===== src/rtl/mem_access_unit.sv =====
// MEM-stage data-memory responder: turns EX/MEM load/store requests into a single
// req/ack bus transaction, stalls the pipeline until it finishes, and aligns load data.
module mem_access_unit #(
  parameter int TIMEOUT = 16,
  parameter int CNT_W   = 5
) (
  input  logic        clk,
  input  logic        rst,
  input  logic        MemRead_mem_i,
  input  logic        MemWrite_mem_i,
  input  logic [2:0]  BEOp_mem_i,
  input  logic [31:0] ALUOut_mem_i,
  input  logic [31:0] rt_mem_i,
  input  logic        flush_i,
  output logic        bus_req_o,
  output logic        bus_we_o,
  output logic [31:0] bus_addr_o,
  output logic [3:0]  bus_be_o,
  output logic [31:0] bus_wdata_o,
  input  logic        bus_ack_i,
  input  logic [31:0] bus_rdata_i,
  output logic        stall_o,
  output logic [31:0] load_data_o,
  output logic        load_valid_o,
  output logic        adel_o,
  output logic        ades_o,
  output logic        bus_err_o
);

  typedef enum logic [1:0] {IDLE, REQ, DONE} state_t;

  localparam logic [1:0] SZ_BYTE = 2'd0;
  localparam logic [1:0] SZ_HALF = 2'd1;
  localparam logic [1:0] SZ_WORD = 2'd2;

  state_t           state, state_nxt;
  logic [CNT_W-1:0] cnt;
  logic [2:0]       op_q;
  logic [1:0]       off_q;
  logic             load_pend;
  logic             flushed;

  logic             is_store;
  logic             access;
  logic             misaligned;
  logic             start;
  logic             timeout_hit;
  logic [1:0]       size;
  logic [3:0]       be_calc;
  logic [31:0]      wdata_calc;

  function automatic logic [1:0] size_of(input logic [2:0] op);
    case (op)
      3'b001, 3'b010: size_of = SZ_HALF;
      3'b011, 3'b100: size_of = SZ_BYTE;
      default:        size_of = SZ_WORD;
    endcase
  endfunction

  function automatic logic [31:0] store_lanes(input logic [31:0] d, input logic [1:0] sz);
    case (sz)
      SZ_BYTE: store_lanes = {4{d[7:0]}};
      SZ_HALF: store_lanes = {2{d[15:0]}};
      default: store_lanes = d;
    endcase
  endfunction

  // Bring the addressed lane down to bit 0, then extend according to BEOp.
  function automatic logic [31:0] load_align(input logic [31:0] w, input logic [2:0] op,
                                             input logic [1:0] off);
    logic [31:0] s;
    s = w >> {off, 3'b000};
    case (op)
      3'b001:  load_align = {{16{s[15]}}, s[15:0]};
      3'b010:  load_align = {16'h0000, s[15:0]};
      3'b011:  load_align = {{24{s[7]}}, s[7:0]};
      3'b100:  load_align = {24'h000000, s[7:0]};
      default: load_align = s;
    endcase
  endfunction

  assign is_store    = MemWrite_mem_i;
  assign access      = (MemRead_mem_i | MemWrite_mem_i) & ~flush_i;
  assign size        = size_of(BEOp_mem_i);
  assign misaligned  = ((size == SZ_WORD) && (ALUOut_mem_i[1:0] != 2'b00)) ||
                       ((size == SZ_HALF) && ALUOut_mem_i[0]);
  assign start       = (state == IDLE) && access && !misaligned;
  assign timeout_hit = (cnt == CNT_W'(TIMEOUT - 1));

  always_comb begin
    be_calc = 4'b1111;
    case (size)
      SZ_HALF: be_calc = 4'b0011 << ALUOut_mem_i[1:0];
      SZ_BYTE: be_calc = 4'b0001 << ALUOut_mem_i[1:0];
      default: be_calc = 4'b1111;
    endcase
  end

  assign wdata_calc = store_lanes(rt_mem_i, size);

  always_comb begin
    state_nxt = state;
    case (state)
      IDLE:    if (start) state_nxt = REQ;
      REQ:     if (bus_ack_i || timeout_hit) state_nxt = DONE;
      DONE:    state_nxt = IDLE;
      default: state_nxt = IDLE;
    endcase
  end

  // Combinational outputs are forced low while reset is held so that nothing
  // leaks out of an IDLE state that still sees a live request on its inputs.
  always_comb begin
    stall_o = 1'b0;
    adel_o  = 1'b0;
    ades_o  = 1'b0;
    if (rst) begin
      stall_o = start || (state == REQ);
      if ((state == IDLE) && access && misaligned) begin
        adel_o = ~is_store;
        ades_o = is_store;
      end
    end
  end

  always_ff @(posedge clk or negedge rst) begin
    if (!rst) begin
      state <= IDLE;
    end else begin
      state <= state_nxt;
    end
  end

  always_ff @(posedge clk or negedge rst) begin
    if (!rst) begin
      cnt          <= '0;
      bus_req_o    <= 1'b0;
      bus_we_o     <= 1'b0;
      bus_addr_o   <= '0;
      bus_be_o     <= '0;
      bus_wdata_o  <= '0;
      load_data_o  <= '0;
      load_valid_o <= 1'b0;
      bus_err_o    <= 1'b0;
      op_q         <= '0;
      off_q        <= '0;
      load_pend    <= 1'b0;
      flushed      <= 1'b0;
    end else begin
      case (state)
        IDLE: begin
          if (start) begin
            bus_req_o   <= 1'b1;
            bus_we_o    <= is_store;
            bus_addr_o  <= {ALUOut_mem_i[31:2], 2'b00};
            bus_be_o    <= be_calc;
            bus_wdata_o <= wdata_calc;
            op_q        <= BEOp_mem_i;
            off_q       <= ALUOut_mem_i[1:0];
            load_pend   <= ~is_store;
            flushed     <= 1'b0;
            cnt         <= '0;
          end
        end
        REQ: begin
          if (flush_i) flushed <= 1'b1;
          // Ack takes priority over a timeout landing in the same cycle.
          if (bus_ack_i) begin
            bus_req_o    <= 1'b0;
            cnt          <= '0;
            if (load_pend) load_data_o <= load_align(bus_rdata_i, op_q, off_q);
            load_valid_o <= load_pend & ~(flushed | flush_i);
          end else if (timeout_hit) begin
            bus_req_o    <= 1'b0;
            cnt          <= '0;
            load_data_o  <= '0;
            bus_err_o    <= ~(flushed | flush_i);
          end else begin
            cnt <= cnt + 1'b1;
          end
        end
        DONE: begin
          load_valid_o <= 1'b0;
          bus_err_o    <= 1'b0;
        end
        default: begin
          load_valid_o <= 1'b0;
          bus_err_o    <= 1'b0;
        end
      endcase
    end
  end

endmodule


===== config.mk =====
export PLATFORM = sky130hd
export DESIGN_NAME = mem_access_unit
export DESIGN_NICKNAME = d
export VERILOG_FILES = /design/src/rtl/mem_access_unit.sv
export SDC_FILE = /design/constraint.sdc
export NUM_CORES = 1
export LEC_CHECK = 0
export CELL_PAD_IN_SITES_DETAIL_PLACEMENT = 0
export CELL_PAD_IN_SITES_GLOBAL_PLACEMENT = 1
export CORE_MARGIN = 8
export CORE_UTILIZATION = 31
export DETAILED_ROUTE_END_ITERATION = 8
export PLACE_DENSITY = 0.82
export SYNTH_ARGS = -nofsm -noshare
export SYNTH_HDL_FRONTEND = slang
export SYNTH_SLANG_ARGS = --single-unit

===== constraint.sdc =====
create_clock -name clk -period 2.32 [get_ports clk]
set_clock_uncertainty 0.1 [all_clocks]
set_input_delay 0.58 -clock clk [delete_from_list [all_inputs] [get_ports clk]]
set_output_delay 0.58 -clock clk [all_outputs]
set_load 0.05 [all_outputs]

# Yosys cells after proc, flatten, opt, wreduce, memory -nomap -nowiden
# Index checks and enable logic that the tools add are counted.
# word_totals
reg_bits	116
inputBits	105
output_inout_bits	107
wordCells	101
# op_classes
add_sub_neg	1
eq_ne	20
shift	3
n_mux	31
bitwise	8
n_reduce_logical	24
# op_table
operator	count
$pmux 32 s4	1
$mux 32	3
$pmux 32 s2	1
$shr 32x5->32	1
$mux 5	3
$mux 1	13
$eq 3x2->1 const B	4
$ne 2x2->1 const B	6
$reduce_and 3->1	4
$pmux 5 s2	1
$pmux 1 s2	4
$pmux 2 s2	2
$pmux 4 s2	1
$reduce_and 2->1	4
$eq 3x1->1 const B	2
$eq 3x3->1 const B	2
$reduce_bool 2->1	3
$add 5x1->5 const B	1
$eq 5x4->1 const B	1
$logic_and 1x1->1	5
$eq 2x1->1 const B	2
$logic_not 2->1	2
$mux 2	2
$not 1->1	4
other kinds (10)	15

# Logic depth before layout (Yosys ltp)
# depth
word_depth	10
depth_mapped	7

# Worst setup path before layout
# OpenSTA, ideal clock, no wires.
# synth_path
path_type	in2out
from	input BEOp_mem_i[2]
to	output stall_o
arrival_ns	1.966
path_slack_ns	-0.326
path_stages	7
n_path_buf	3
path_cell_list	buf_4 > nor2b_4 > a221o_1 > o21a_1 > buf_6 > buf_6 > o21a_1
# synth_between
elab_chain_len	10
word_cells_on_any_way	16
classes_between	6 x eq/ne; 2 x mux; 8 x reduce/logical
# synth_lines
item	line_no	rtl
start, declared	11	input logic [2:0] BEOp_mem_i,
$eq 3x2->1 (tied with other cells)	53	case (op)
$reduce_or 2->1	53	
$pmux 2 s2 (*)	53	
$eq 2x2->1 / $eq 2x1->1 (equally long branches)	85, 86	
$logic_and 1x1->1, on equally long branches	85, 86	
$logic_or 1x1->1 (*)	85	assign misaligned = ((size == SZ_WORD) && (ALUOut_mem_i[1:0] != 2'b00)) ||
$logic_not 1->1 (*)	87	assign start = (state == IDLE) && access && !misaligned;
$logic_and 1x1->1 (*)	87	
$logic_or 1x1->1 (*)	118	stall_o = start || (state == REQ);
$mux 1 (*)	117	if (rst) begin
end, declared	22	output logic stall_o,
# Every way passes the cells marked *; elsewhere a longest branch is shown, timed or not.

# Worst setup path after layout
# layout_path
from	input BEOp_mem_i[1]
to	output stall_o
# Same word-level chain as after synthesis.

==> reports/results.tsv <==
metric	value	unit
overall power consumption	0.0137	W
Final Net Count	858	
type of the most critical hold path	input pin to async pin	
First DRT Iteration DRCs	200	
share of post-route cells with drive strength above 1	0.272	
FF-to-FF Start	state[1]	
routability congestion estimate	0.765	
CTS tree	yes	
number of synthesized flops with an enable pin	0	
power density cells	1460	nW/um^2
Crit. path cell count	6	
clock buffers created by TritonCTS	17	
final worst slack	-0.140	ns
drc violations	0	
Max rail drop VDD	878	uV
result of the run	finished with violations	
largest delay contributor family on the critical path	compound AO/OA/AOI/OAI gates	
nature of the critical path endpoint	output port	
number of failing setup endpoints in the final timing report	3	
Max stage delay cell, worst path	sky130_fd_sc_hd__a221o_1	
Boundary Pins	212	
static power due to leakage	4.18	nW
distinct cell type count of the synthesized netlist	50	
sequential area share after synthesis	0.485	
Register Area	2900	sq um
Placement Cell Area	8680	sq um
Total Wirelength	18.7	mm
Worst Path Class, Setup	input pin to output port	
number of cells produced by synthesis	511	
setup repair after global routing missed its margin	true	
Initial Utilization	0.311	
root buffer selected by CTS	sky130_fd_sc_hd__clkbuf_16	
deepest clock path buffer count	2	
total non-filler cell area in the finished layout	9400	sq um
Mean Syn Cell Area	11.7	sq um
Most used DFF post-synth	sky130_fd_sc_hd__dfrtp_1	
via count of the first global-routing pass	5387	
synthesized flop and latch total	116	
Avg WL per Cell	18.2	microns
Global Route Usage Sum	0.158	
Worst Hold Slack	0.220	ns
Vias per Instance	4.76	
CP startpoint kind	input pin	
htree depth	4	
final clock period utilization by the worst path	1.06	
required time of the critical path	1.64	ns
first-pass iteration count of the detailed router	4	
CTS hold repair buffers	0	
Skew-Pair Late Insertion Delay	0.41	ns
cells on worst reg2reg path	5	
total congestion overflow after global routing	0	
initial antenna violation count	1	
Worst slew margin	0.576	
largest net degree at the start of global routing	117	
Final min period	2.46	ns
Core Region	19200	sq um
highest cell delay on the worst timing path	0.41	ns
max cap viols	0	
Post-synth ARST share	1.00	
chip height	155	microns
Die Area	24000	sq um
Final Slew Violations	0	
cell seen most often among critical-path stages	sky130_fd_sc_hd__o21a_4	
endpoint of the lowest-slack register-to-register path	bus_wdata_o[7]	
r2r setup slk	0.26	ns
Clk pin slew, worst setup/hold paths	0.06	ns
clock tree sinks	116	
synthesis-to-finish area growth	57.2	%
chip width	155	microns
area occupied by multi-input gates	2910	sq um
worst slew pin tran	0.636	ns
buffers added on ports	209	
number of buffer and inverter instances along the worst setup path	2	
violated checks	setup timing	
Cell Area, Synth	5980	sq um
Setup TNS Final	-0.366	ns
first-pass GRT wire length	29.8	mm
maximum fanout along the worst path	3	
Inserted Diodes	0	
peak clock frequency supported by timing	406	MHz
filler cell count	1742	
DR vias	4907	
placement row count	51	
data arrival time at the worst-slack endpoint	1.78	ns
Cell Chain, Critical Path	buf_8 > nor2b_4 > a221o_1 > o21a_4 > o21a_4 > buf_12	
count of yosys warnings during synthesis	0	
half-perimeter wire length of the detailed placement result	13.8	mm
final hold violation count	0	
final antenna-violating net count	0	
routing by layer:
layer / vias up / wire, microns / track usage
met5: - / 9 / 0
met4: 2 / 153 / 0.0378
met3: 15 / 1700 / 0.0682
met2: 162 / 8910 / 0.257
met1: 2383 / 7920 / 0.188
li1: 2345 / - / -
per-stage QoR:
step | utilization | setup slack [ns] | std cells
final | 0.489 | -0.140 | 1030
after global routing | 0.489 | -0.174 | 1030
after CTS | 0.486 | -0.126 | 1030
after detailed placement | 0.452 | -0.573 | 996
after global placement | 0.452 | -0.538 | 996
after floorplan | - | -0.167 | 512
repair_timing:
item / 4_1_cts / 5_1_grt
setup buffers: 3 / 0
pin swaps: 8 / 2
endpoints found under the setup margin: 49 / 26
gates resized for setup: 33 / 23
gates cloned: 0 / 0
Yosys cell counts (2+ instances only):
master	instances	area (sq um)
sky130_fd_sc_hd__nor2b_1	12	75.1
sky130_fd_sc_hd__mux2i_1	34	340
sky130_fd_sc_hd__mux2_4	32	480
sky130_fd_sc_hd__nor2_1	28	105
sky130_fd_sc_hd__a211oi_1	8	60.1
sky130_fd_sc_hd__nor3_1	2	10.0
sky130_fd_sc_hd__dfrtp_1	116	2900
sky130_fd_sc_hd__nand2_1	52	195
sky130_fd_sc_hd__and4b_1	3	30.0
sky130_fd_sc_hd__buf_4	3	22.5
sky130_fd_sc_hd__nor3b_1	4	30.0
sky130_fd_sc_hd__o31ai_1	16	120
sky130_fd_sc_hd__a21oi_1	14	70.1
sky130_fd_sc_hd__buf_6	5	56.3
sky130_fd_sc_hd__nand2b_1	5	31.3
sky130_fd_sc_hd__clkbuf_1	15	56.3
sky130_fd_sc_hd__buf_2	13	65.1
sky130_fd_sc_hd__o211ai_1	7	52.6
sky130_fd_sc_hd__inv_1	2	7.51
sky130_fd_sc_hd__a22o_1	2	17.5
sky130_fd_sc_hd__o22ai_1	4	25.0
sky130_fd_sc_hd__o21a_1	3	22.5
sky130_fd_sc_hd__buf_1	2	7.51
sky130_fd_sc_hd__mux2_2	59	664
sky130_fd_sc_hd__nand3_1	4	20.0
sky130_fd_sc_hd__o21ai_0	22	110
sky130_fd_sc_hd__xnor2_1	5	43.8
sky130_fd_sc_hd__a221oi_1	9	78.8
sky130_fd_sc_hd__a221o_1	9	90.1
sequential cells by signal, summed over array words and instances, names as in the netlist, 2 cells and up:
register     cells
cnt              5
load_data_o     32
state            2
bus_wdata_o     32
bus_be_o         4
off_q            2
bus_addr_o      30
op_q             3
placed cells by master, fill, tap and decap left out, types with 5 or more instances in the layout:
| cell type | netlist | layout |
|---|---|---|
| sky130_fd_sc_hd__dfrtp_1 | 116 | 115 |
| sky130_fd_sc_hd__o211ai_1 | 7 | 7 |
| sky130_fd_sc_hd__clkdlybuf4s50_1 | 0 | 161 |
| sky130_fd_sc_hd__dlymetal6s2s_1 | 0 | 23 |
| sky130_fd_sc_hd__mux2_4 | 32 | 32 |
| sky130_fd_sc_hd__mux2_2 | 59 | 59 |
| sky130_fd_sc_hd__o21ai_0 | 22 | 22 |
| sky130_fd_sc_hd__a221oi_1 | 9 | 9 |
| sky130_fd_sc_hd__clkinv_4 | 0 | 6 |
| sky130_fd_sc_hd__mux2i_1 | 34 | 34 |
| sky130_fd_sc_hd__nor2b_1 | 12 | 12 |
| sky130_fd_sc_hd__a221o_1 | 9 | 9 |
| sky130_fd_sc_hd__nand2_1 | 52 | 52 |
| sky130_fd_sc_hd__a211oi_1 | 8 | 8 |
| sky130_fd_sc_hd__a21oi_1 | 14 | 13 |
| sky130_fd_sc_hd__buf_12 | 0 | 10 |
| sky130_fd_sc_hd__clkbuf_16 | 0 | 17 |
| sky130_fd_sc_hd__nor2_1 | 28 | 25 |
| sky130_fd_sc_hd__dlygate4sd2_1 | 0 | 6 |
| sky130_fd_sc_hd__buf_4 | 3 | 55 |
| sky130_fd_sc_hd__o31ai_1 | 16 | 16 |
| sky130_fd_sc_hd__xnor2_1 | 5 | 5 |
kinds of logic (layout without fill, tap and decap cells):
kind of cell,count (synthesis),count (layout),share of synthesized area
mux,126,126,0.252
xor+xnor,6,6,0.00879
buf+inv,40,293,0.0360
fa+ha+maj,1,1,0.00209
flops,116,116,0.485
other cells,1,2,0.000627
simple gates,120,120,0.0971
compound gates,101,101,0.118
how the worst max path moves through the flow:
stage,from,to,slack (ns)
2_1_floorplan,BEOp_mem_i[0],stall_o,-0.17
3_3_place_gp,BEOp_mem_i[0],stall_o,-0.54
3_5_place_dp,BEOp_mem_i[0],adel_o,-0.57
4_1_cts,BEOp_mem_i[1],stall_o,-0.13
5_1_grt,BEOp_mem_i[1],adel_o,-0.17
6_report,BEOp_mem_i[1],stall_o,-0.14
final cells by class:
cell class	count	share of cell area
multi-input cells	356	0.310
flip-flops and latches	116	0.309
repair buffers	259	0.277
clock buffers	18	0.0467
well taps	265	0.0353
clock inverters	14	0.0217
inverters	2	0.000799
power breakdown:
| group | internal (W) | switching (W) |
|---|---|---|
| Sequential | 0.00292 | 0.000570 |
| Combinational | 0.00281 | 0.00459 |
| Clock | 0.00184 | 0.00101 |
Power figures use the tool's default switching activity.
